$ cat config.mk
export PLATFORM = sky130hd
export DESIGN_NAME = note_sequencer
export DESIGN_NICKNAME = d
export VERILOG_FILES = /design/src/rtl/sound_pkg.sv /design/src/rtl/note_sequencer_tempo_tick.sv /design/src/rtl/note_sequencer.sv
export SDC_FILE = /design/constraint.sdc
export NUM_CORES = 1
export LEC_CHECK = 0
export BUFFER_PORTS_ARGS = -buffer_cell sky130_fd_sc_hd__buf_2
export CAP_MARGIN = 20
export CELL_PAD_IN_SITES_DETAIL_PLACEMENT = 1
export CELL_PAD_IN_SITES_GLOBAL_PLACEMENT = 1
export CORE_ASPECT_RATIO = 1.2
export CORE_MARGIN = 3
export CORE_UTILIZATION = 30
export DETAILED_ROUTE_END_ITERATION = 10
export GPL_TIMING_DRIVEN = 0
export PLACE_DENSITY_LB_ADDON = 0.05
export REMOVE_ABC_BUFFERS = 1
export SLEW_MARGIN = 5
export SYNTH_ARGS = -nofsm -noshare
export SYNTH_HDL_FRONTEND = slang
export SYNTH_SLANG_ARGS = --single-unit
export TNS_END_PERCENT = 1
$ cat constraint.sdc
create_clock -name clk -period 4.3 [get_ports clk]
set_clock_uncertainty 0.1 [all_clocks]
set_input_delay 0.645 -clock clk [delete_from_list [all_inputs] [get_ports clk]]
set_output_delay 0.645 -clock clk [all_outputs]
set_load 0.02 [all_outputs]
$ cat src/rtl/sound_pkg.sv
// Shared definitions for the note sequencer and the downstream sound generator:
// sequencer state encoding, song entry layout and the rest note code.
package sound_pkg;

  localparam int NOTE_W = 5;
  localparam int DUR_W  = 4;

  // Note index 0 is silence for the sound generator.
  localparam logic [NOTE_W-1:0] NOTE_REST = '0;

  typedef enum logic [1:0] {
    ST_IDLE,
    ST_PLAY,
    ST_PAUSE,
    ST_DONE
  } seq_state_t;

  // One song table entry; the entry lasts dur+1 ticks.
  typedef struct packed {
    logic [NOTE_W-1:0] note;
    logic [DUR_W-1:0]  dur;
  } song_entry_t;

endpackage

$ cat src/rtl/note_sequencer_tempo_tick.sv
// Tempo prescaler: counts clock cycles while enabled and emits a one-cycle
// tick on the cycle the count wraps, i.e. once every TICK_DIV enabled cycles.
module tempo_tick #(
  parameter int TICK_DIV = 6_250_000
) (
  input  logic clk,
  input  logic rst,
  input  logic en,
  input  logic clr,
  output logic tick
);

  localparam int PW = $clog2(TICK_DIV);
  localparam logic [PW-1:0] PRE_MAX = PW'(TICK_DIV - 1);

  logic [PW-1:0] pre;

  assign tick = en && (pre == PRE_MAX);

  // Prescaler count: cleared by reset or clr, frozen while en is low.
  always_ff @(posedge clk) begin
    // NOTE: sequential state is always written with <= so every register
    // samples the values from before the edge, independent of block order.
    if (rst || clr) begin
      pre <= '0;
    end else if (en) begin
      pre <= tick ? '0 : pre + PW'(1);
    end
  end

endmodule

$ cat src/rtl/note_sequencer.sv
// Melody sequencer: walks a constant song table at a tick-based tempo and
// drives the note index consumed by the sound generator.
module note_sequencer
  import sound_pkg::*;
#(
  parameter int TICK_DIV = 6_250_000,
  parameter int SONG_LEN = 32,
  parameter int LOOP     = 1,
  parameter int ARTIC    = 1
) (
  input  logic       clk,
  input  logic       rst,
  input  logic       play,
  input  logic       restart,
  output logic [4:0] note,
  output logic [4:0] step,
  output logic       busy,
  output logic       done
);

  localparam logic [4:0] LAST = 5'(SONG_LEN - 1);

  seq_state_t        state;
  logic [DUR_W-1:0]  rem;
  logic              tick;
  logic [4:0]        adv_step;
  logic [DUR_W-1:0]  adv_rem;
  logic              finish;
  song_entry_t       first_entry;
  song_entry_t       next_entry;
  song_entry_t       adv_entry;
  logic [NOTE_W-1:0] adv_note;

  // Song ROM. Entries beyond SONG_LEN-1 are never addressed.
  function automatic song_entry_t song_rom(input logic [4:0] idx);
    song_entry_t e;
    case (idx)
      5'd0:  e = {5'd3,  4'd1};
      5'd1:  e = {5'd7,  4'd0};
      5'd2:  e = {5'd12, 4'd2};
      5'd3:  e = {5'd5,  4'd0};
      5'd4:  e = {5'd8,  4'd1};
      5'd5:  e = {5'd10, 4'd1};
      5'd6:  e = {5'd12, 4'd3};
      5'd7:  e = {5'd0,  4'd1};
      5'd8:  e = {5'd12, 4'd1};
      5'd9:  e = {5'd10, 4'd0};
      5'd10: e = {5'd8,  4'd0};
      5'd11: e = {5'd7,  4'd1};
      5'd12: e = {5'd5,  4'd3};
      5'd13: e = {5'd0,  4'd1};
      5'd14: e = {5'd3,  4'd1};
      5'd15: e = {5'd5,  4'd1};
      5'd16: e = {5'd7,  4'd1};
      5'd17: e = {5'd8,  4'd1};
      5'd18: e = {5'd10, 4'd3};
      5'd19: e = {5'd8,  4'd1};
      5'd20: e = {5'd7,  4'd0};
      5'd21: e = {5'd5,  4'd0};
      5'd22: e = {5'd3,  4'd1};
      5'd23: e = {5'd0,  4'd0};
      5'd24: e = {5'd12, 4'd1};
      5'd25: e = {5'd15, 4'd1};
      5'd26: e = {5'd17, 4'd3};
      5'd27: e = {5'd15, 4'd1};
      5'd28: e = {5'd12, 4'd1};
      5'd29: e = {5'd10, 4'd1};
      5'd30: e = {5'd8,  4'd1};
      default: e = {5'd3, 4'd7};
    endcase
    return e;
  endfunction

  // Audible note for an entry given its remaining ticks: the last tick of a
  // multi-tick entry is silenced when articulation is on.
  function automatic logic [NOTE_W-1:0] voiced(input song_entry_t e,
                                               input logic [DUR_W-1:0] r);
    return (ARTIC != 0 && e.dur != '0 && r == '0) ? NOTE_REST : e.note;
  endfunction

  tempo_tick #(.TICK_DIV(TICK_DIV)) u_tempo (
    .clk  (clk),
    .rst  (rst),
    .en   (state == ST_PLAY),
    .clr  ((state == ST_IDLE) || restart),
    .tick (tick)
  );

  assign first_entry = song_rom(5'd0);
  assign next_entry  = song_rom(step + 5'd1);
  assign adv_entry   = song_rom(adv_step);
  assign adv_note    = voiced(adv_entry, adv_rem);

  // Position after this cycle's tick, if any: count down, advance or wrap.
  always_comb begin
    // NOTE: every always_comb output gets a default first so no path can
    // leave it unassigned and infer a latch.
    adv_step = step;
    adv_rem  = rem;
    finish   = 1'b0;
    if (tick) begin
      if (rem != '0) begin
        adv_rem = rem - 4'd1;
      end else if (step == LAST) begin
        if (LOOP != 0) begin
          adv_step = 5'd0;
          adv_rem  = first_entry.dur;
        end else begin
          finish = 1'b1;
        end
      end else begin
        adv_step = step + 5'd1;
        adv_rem  = next_entry.dur;
      end
    end
  end

  // Playback FSM with registered outputs.
  always_ff @(posedge clk) begin
    if (rst) begin
      state <= ST_IDLE;
      note  <= NOTE_REST;
      step  <= 5'd0;
      rem   <= '0;
      busy  <= 1'b0;
      done  <= 1'b0;
    end else begin
      done <= 1'b0;
      if (restart) begin
        step <= 5'd0;
        rem  <= first_entry.dur;
        if (play) begin
          state <= ST_PLAY;
          note  <= voiced(first_entry, first_entry.dur);
          busy  <= 1'b1;
        end else begin
          state <= ST_IDLE;
          note  <= NOTE_REST;
          busy  <= 1'b0;
        end
      end else begin
        case (state)
          ST_IDLE: begin
            step <= 5'd0;
            if (play) begin
              state <= ST_PLAY;
              rem   <= first_entry.dur;
              note  <= voiced(first_entry, first_entry.dur);
              busy  <= 1'b1;
            end else begin
              note <= NOTE_REST;
              busy <= 1'b0;
            end
          end
          ST_PLAY: begin
            step <= adv_step;
            rem  <= adv_rem;
            if (finish) begin
              state <= ST_DONE;
              note  <= NOTE_REST;
              busy  <= 1'b0;
              done  <= 1'b1;
            end else if (!play) begin
              state <= ST_PAUSE;
              note  <= NOTE_REST;
              busy  <= 1'b0;
            end else begin
              note <= adv_note;
            end
          end
          ST_PAUSE: begin
            if (play) begin
              state <= ST_PLAY;
              note  <= adv_note;
              busy  <= 1'b1;
            end
          end
          ST_DONE: begin
            if (!play) begin
              state <= ST_IDLE;
              step  <= 5'd0;
            end
          end
          default: state <= ST_IDLE;
        endcase
      end
    end
  end

endmodule

Word-level counts from Yosys, hierarchy flattened
Memories as Yosys holds them, arrays and structs flattened. Cells that the tools add are included.

$add $sub $neg: 3. Eq/ne operators: 12. Mux-type cells: 29. Reductions and logical operators: 20.

Operators with widths (number): $mux W5 (8); $pmux W5 S3 (2); $add A23 B1 Y23 const B (1); $eq A23 B23 Y1 const B (1); $mux W23 (1); $mux W4 (4); $ne A3 B3 Y1 const B (4); $reduce_bool A4 Y1 (3); $mux W2 (5); $pmux W4 S2 (1); $reduce_and A2 Y1 (4); $mux W1 (6); $pmux W2 S3 (1); $reduce_and A3 Y1 (2); $reduce_bool A3 Y1 (2); $add A5 B1 Y5 const B (1); $eq A5 B5 Y1 const B (1); $eq A2 B2 Y1 const B (2); $logic_not A4 Y1 (1); $ne A2 B2 Y1 const B (2); $reduce_or A2 Y1 (2); $sub A4 B1 Y4 const B (1); $ne A3 B1 Y1 const B (1); $pmux W1 S3 (1); other kinds (5) (7).

Flip-flop bits (word level): 40. ROM bits: 512. Bits of input ports: 4. Output and inout port bits: 12. Word-level logic and storage cells: 73. Memories kept: 2.

Memories: (name not given) (depth 32, width 8, rd ports 1, clocked after memory_dff 0, write ports 0, RTL line note_sequencer.sv:37) `case (idx)`; (name not given) (depth 32, width 8, rd ports 1, clocked after memory_dff 0, write ports 0, RTL line note_sequencer.sv:37).

Longest topological paths before layout
An unclocked memory read counts as a cell.

Word-level depth: 11. Depth in mapped cells: 16. Gate-level depth less buffers: 15.

Cells and area by module
Synthesis repeated with hierarchy kept, for this count alone.

Cell total of the unflattened synthesis: 341. Area, all modules: 2824.0 µm².

Modules (own cells, without submodules): note_sequencer (instances 1, cells each 211, area each 1732.9 µm², sequential area each 340.3 µm²); tempo_tick (instances 1, cells each 130, area each 1091.0 µm², sequential area each 460.4 µm²).

Worst setup path after synthesis
OpenSTA, ideal clock, no wires.

Path kind: register to register. Start point: register step[0]. End point: register note[3]. Library setup time: 117 ps. Arrival time: 3176 ps. Required time: 4083 ps. Path slack: 907 ps. Stages on the path, launching flop included: 13. Cells stage by stage: dfxtp_1 -> ha_1 -> buf_2 -> and3_1 -> ha_1 -> clkbuf_1 -> nor2b_1 -> and4_1 -> o311a_1 -> or3_1 -> nor4_2 -> nand2_1 -> a32o_1.

Cells in the longest elaborated chain, start to end: 11. Elaborated cells on any way between the ends: 18. Those cells by class: add/sub: 1; eq/ne: 1; mux: 11; reduce/logical: 3; memory: 2.

Ends and longest elaborated chain: start: declaration (RTL line note_sequencer.sv:16) `output logic [4:0] step,`; start signal: assignment (RTL line note_sequencer.sv:156) `step <= adv_step;`; $add A5 B1 Y5 or $eq A5 B5 Y1 (tied branches) (RTL line note_sequencer.sv:90, note_sequencer.sv:112, note_sequencer.sv:104); $mux W5 or $mem_v2 Z32 W8 (tied branches); $mux W5 or $mux W4 (tied branches) (RTL line note_sequencer.sv:102, note_sequencer.sv:104); $mux W5 or $mux W4 (tied branches) (RTL line note_sequencer.sv:101, note_sequencer.sv:102); $mem_v2 Z32 W8 or $mux W4 (tied branches); $reduce_bool A4 Y1 or $logic_not A4 Y1 (tied branches) (RTL line note_sequencer.sv:78) `return (ARTIC != 0 && e.dur != '0 && r == '0) ? NOTE_REST : e.note;`; $logic_and A1 B1 Y1 (RTL line note_sequencer.sv:78); $mux W5 (*) (RTL line note_sequencer.sv:78); $mux W5 (on tied branches) (RTL line note_sequencer.sv:172, note_sequencer.sv:163); $pmux W5 S3 (*) (RTL line note_sequencer.sv:142) `case (state)`; $mux W5 (*) (RTL line note_sequencer.sv:129) `if (restart) begin`; end signal: assignment (RTL line note_sequencer.sv:134) `note <= voiced(first_entry, first_entry.dur);`; end signal: assignment (RTL line note_sequencer.sv:148) `note <= voiced(first_entry, first_entry.dur);`; end signal: assignment (RTL line note_sequencer.sv:174) `note <= adv_note;`; end: declaration (RTL line note_sequencer.sv:15) `output logic [4:0] note,`.

Every way passes the cells marked *; elsewhere a longest branch is shown, timed or not. The select of a mux whose other input is x is not followed. A chain may end at the register's enable or synchronous reset.

Final worst setup path
Start point: register state[0]. End point: register note[1].

Cells in the longest elaborated chain, start to end: 10. Elaborated cells on any way between the ends: 18. Those cells by class: eq/ne: 3; mux: 7; reduce/logical: 7; memory: 1.

Ends and longest elaborated chain: start: declaration (RTL line note_sequencer.sv:23) `seq_state_t state;`; start signal: assignment (RTL line note_sequencer.sv:121) `state <= ST_IDLE;`; start signal: assignment (RTL line note_sequencer.sv:133) `state <= ST_PLAY;`; start signal: assignment (RTL line note_sequencer.sv:137) `state <= ST_IDLE;`; $eq A2 B1 Y1 (RTL line note_sequencer.sv:84, note_sequencer.sv:142); $logic_and A1 B1 Y1 (RTL line note_sequencer_tempo_tick.sv:18) `assign tick = en && (pre == PRE_MAX);`; $mux W5 (RTL line note_sequencer.sv:101) `if (tick) begin`; $mem_v2 Z32 W8; $reduce_bool A4 Y1 (RTL line note_sequencer.sv:78); $logic_and A1 B1 Y1 (RTL line note_sequencer.sv:78); $mux W5 (RTL line note_sequencer.sv:78); $mux W5 (on tied branches) (RTL line note_sequencer.sv:172, note_sequencer.sv:163); $pmux W5 S3 (RTL line note_sequencer.sv:142); $mux W5 (RTL line note_sequencer.sv:129).

Several ways; a longest one is shown, not always the timed one. The select of a mux whose other input is x is not followed.

==> impl_metrics.json <==
{
  "grt_max_degree": 22,
  "power.share.clock_pct": 38.4,
  "grtUsageTotal_pct": 15.2,
  "io_buffers": 14,
  "setup_ws_ps": 278,
  "hp-class": "reg -> reg",
  "core_mm2": 0.00918,
  "ys.flop_type": "dfxtp_1",
  "met2_usage_pct": 28.1,
  "cts_max_level": 2,
  "antenna_found_initial": 0,
  "cts-buffers-inserted": 5,
  "synth_edf_count": 0,
  "vias_per_cell": 5.29,
  "area_growth_pct": 9.77,
  "post-route-period-util_pct": 93.5,
  "max_freq_mhz": 249,
  "drive_gt1_share_pct": 11.6,
  "clk_pin_slew_worst_paths_ps": 90,
  "grt_pass1_vias": 2650,
  "cellLeakagePower_uw": 0.00120,
  "p_sw_uw": 184,
  "busiest_layer": "met2",
  "final_core_util_pct": 34.3,
  "final_nets": 394,
  "io_pins": 16,
  "netSwitchingFraction_pct": 26.0,
  "chipWidth_um": 95.3,
  "multi_input_area_mm2": 0.00194,
  "vias": 2599,
  "slew_viol_final": 0,
  "ys_seq_area_share_pct": 27.9,
  "cts_sinks": 40,
  "cts-root-buf": "clkbuf_8",
  "start_util_pct": 31.3,
  "slew_headroom_pct": 33.7,
  "grt-ovfl-total": 0,
  "die_height_um": 113,
  "rows": 38,
  "fillers": 1130,
  "fin_crit_ps": 4020,
  "grtUsageMet3_pct": 2.33,
  "syn_avg_cell_area_um2": 7.97,
  "crit_path_end_kind": "flip-flop",
  "cts_max_path_buffers": 2,
  "synth_cell_types": 60,
  "final_cell_mix": "nor2_1 (55), dfxtp_1 (40), nand2_1 (27)",
  "dieArea_mm2": 0.0108,
  "clk_latency_ps": 300,
  "wl_per_cell_um": 15.9,
  "ys_warn_count": 0,
  "cellInternalPower_uw": 523,
  "crit_path_start_kind": "flip-flop",
  "ff_latch_area_um2": 801,
  "p_seq_share_pct": 53.4,
  "cp.required_ps": 4450,
  "hpwl_mm": 5.87,
  "worst_pin_slew_ps": 985,
  "place_ws_ps": -90.9,
  "drt_iter0_drc": 75,
  "synthCells": 360,
  "drc": 0,
  "grt_setup_unrepaired": "no",
  "setup_violations": 0,
  "grt.met1_usage_pct": 18.1,
  "async_reset_ff_share_pct": 0,
  "p_total_uw": 708,
  "drt_pass1_iterations": 4,
  "maxCapViolCount": 0,
  "n_antenna_cell": 0,
  "cts_tree": "built",
  "finalHoldViolCount": 0,
  "synth_seq_cells": 40,
  "power_density_mw_per_mm2": 225,
  "crit_fanout": 13,
  "max-vdd-ir-drop_uv": 138,
  "arrival_ps": 4170,
  "run_status": "complete, no violations",
  "layout_commonest_cell": "nor2_1",
  "holdBufCountCts": 0,
  "finalWeightedCongestion": 0.745,
  "ant_nets": 0,
  "grt_pass1_wl_mm": 13.2,
  "path_class": "reg -> reg",
  "comb_power_share_pct": 8.2,
  "drt-total-wl_mm": 7.81,
  "netlist_area_mm2": 0.00287
}
-- worst paths after layout --
check                start       to  slack (ps)  cells past startpoint
setup / recovery  state[0]  note[1]         280                     12
hold / removal     note[3]  note[3]         380                      1
setup reg to reg  state[0]  note[1]         280                     12
hold reg to reg    note[3]  note[3]         380                      1
-- power by group through the flow --
stage | clock, uW | sequential [uW] | combinational (uW)
after CTS | 281 | 378 | 59.2
after floorplan | 0 | 389 | 37.5
after detailed placement | 0 | 386 | 58.4
after global placement | 0 | 386 | 58.2
after global routing | 298 | 379 | 65.0
final | 272 | 378 | 58.1
-- critical path: stages, from the launching register on --
cell and delay [ps]:
dfxtp_1 460, ha_2 380, and4_1 360, nand4_2 190
nor4_4 290, buf_4 180, mux2_2 430, ha_1 300
inv_1 60, a311oi_1 410, nor4_2 100, a2111oi_2 460
o221a_1 230
-- through the flow --
stage / hold WS [ps] / setup TNS (ps) / cell area (um^2) / cells
after floorplan: 371 / 0 / 2800 / 344
after global placement: 362 / -59.2 / 3020 / 478
after detailed placement: 363 / -124 / 3020 / 478
after CTS: 386 / 0 / 3110 / 486
after global routing: 419 / 0 / 3150 / 491
final: 384 / 0 / 3150 / 491
-- per-layer routing --
metal | vias to the layer above | wire length [um] | share of wire (%)
met1 | 1272 | 3460 | 44
met5 | - | 0 | 0
met4 | 0 | 95 | 1.2
met3 | 8 | 132 | 1.7
met2 | 19 | 4120 | 53
li1 | 1300 | - | -
-- flip-flops by register name, indices dropped and copies added, names as in the netlist --
| name | flops |
|---|---|
| note | 5 |
| rem | 4 |
| state | 2 |
| busy | 1 |
| step | 5 |
| u_tempo.pre | 23 |
-- synth_stat cells, drive strengths merged (9+ instances only) --
master / n / area [um^2]
a21oi: 18 / 90.1
clkbuf: 9 / 33.8
dfxtp: 40 / 801
ha: 20 / 250
inv: 16 / 60.1
nand2: 27 / 101
nand3: 13 / 65.1
nor2: 55 / 206
nor3: 15 / 86.3
o21ai: 17 / 85.1
or3: 11 / 68.8
xnor2: 9 / 78.8
xor2: 14 / 123
-- cells by family (layout without fill, tap and decap cells) --
group                    after synthesis  after routing  synth area share [%]
AO/OA/AOI/OAI                         73             73                  17.5
XOR/XNOR                              23             23                  7.02
adder cells (fa/ha/maj)               20             20                  8.72
buffers and inverters                 32             43                  4.67
flip-flops                            40             40                  27.9
multiplexers                          10             10                  3.71
other                                  1              1                 0.131
AND/OR/NAND/NOR                      161            161                  30.3
-- area by class of cell --
cell class	instances	area share [%]
Multi-Input combinational cell	288	61.5
Sequential cell	40	25.4
Tap cell	120	4.77
Timing Repair Buffer	19	3.42
Clock buffer	7	2.74
Inverter	16	1.91
Clock inverter	1	0.238
-- repair_timing --
action / in CTS / in global routing
resized for setup: 1 / 0
setup buffers: 0 / 5
setup endpoints to repair: 2 / 3
pin swaps: 1 / 2
Note: power is estimated with default switching activity, not from simulation.
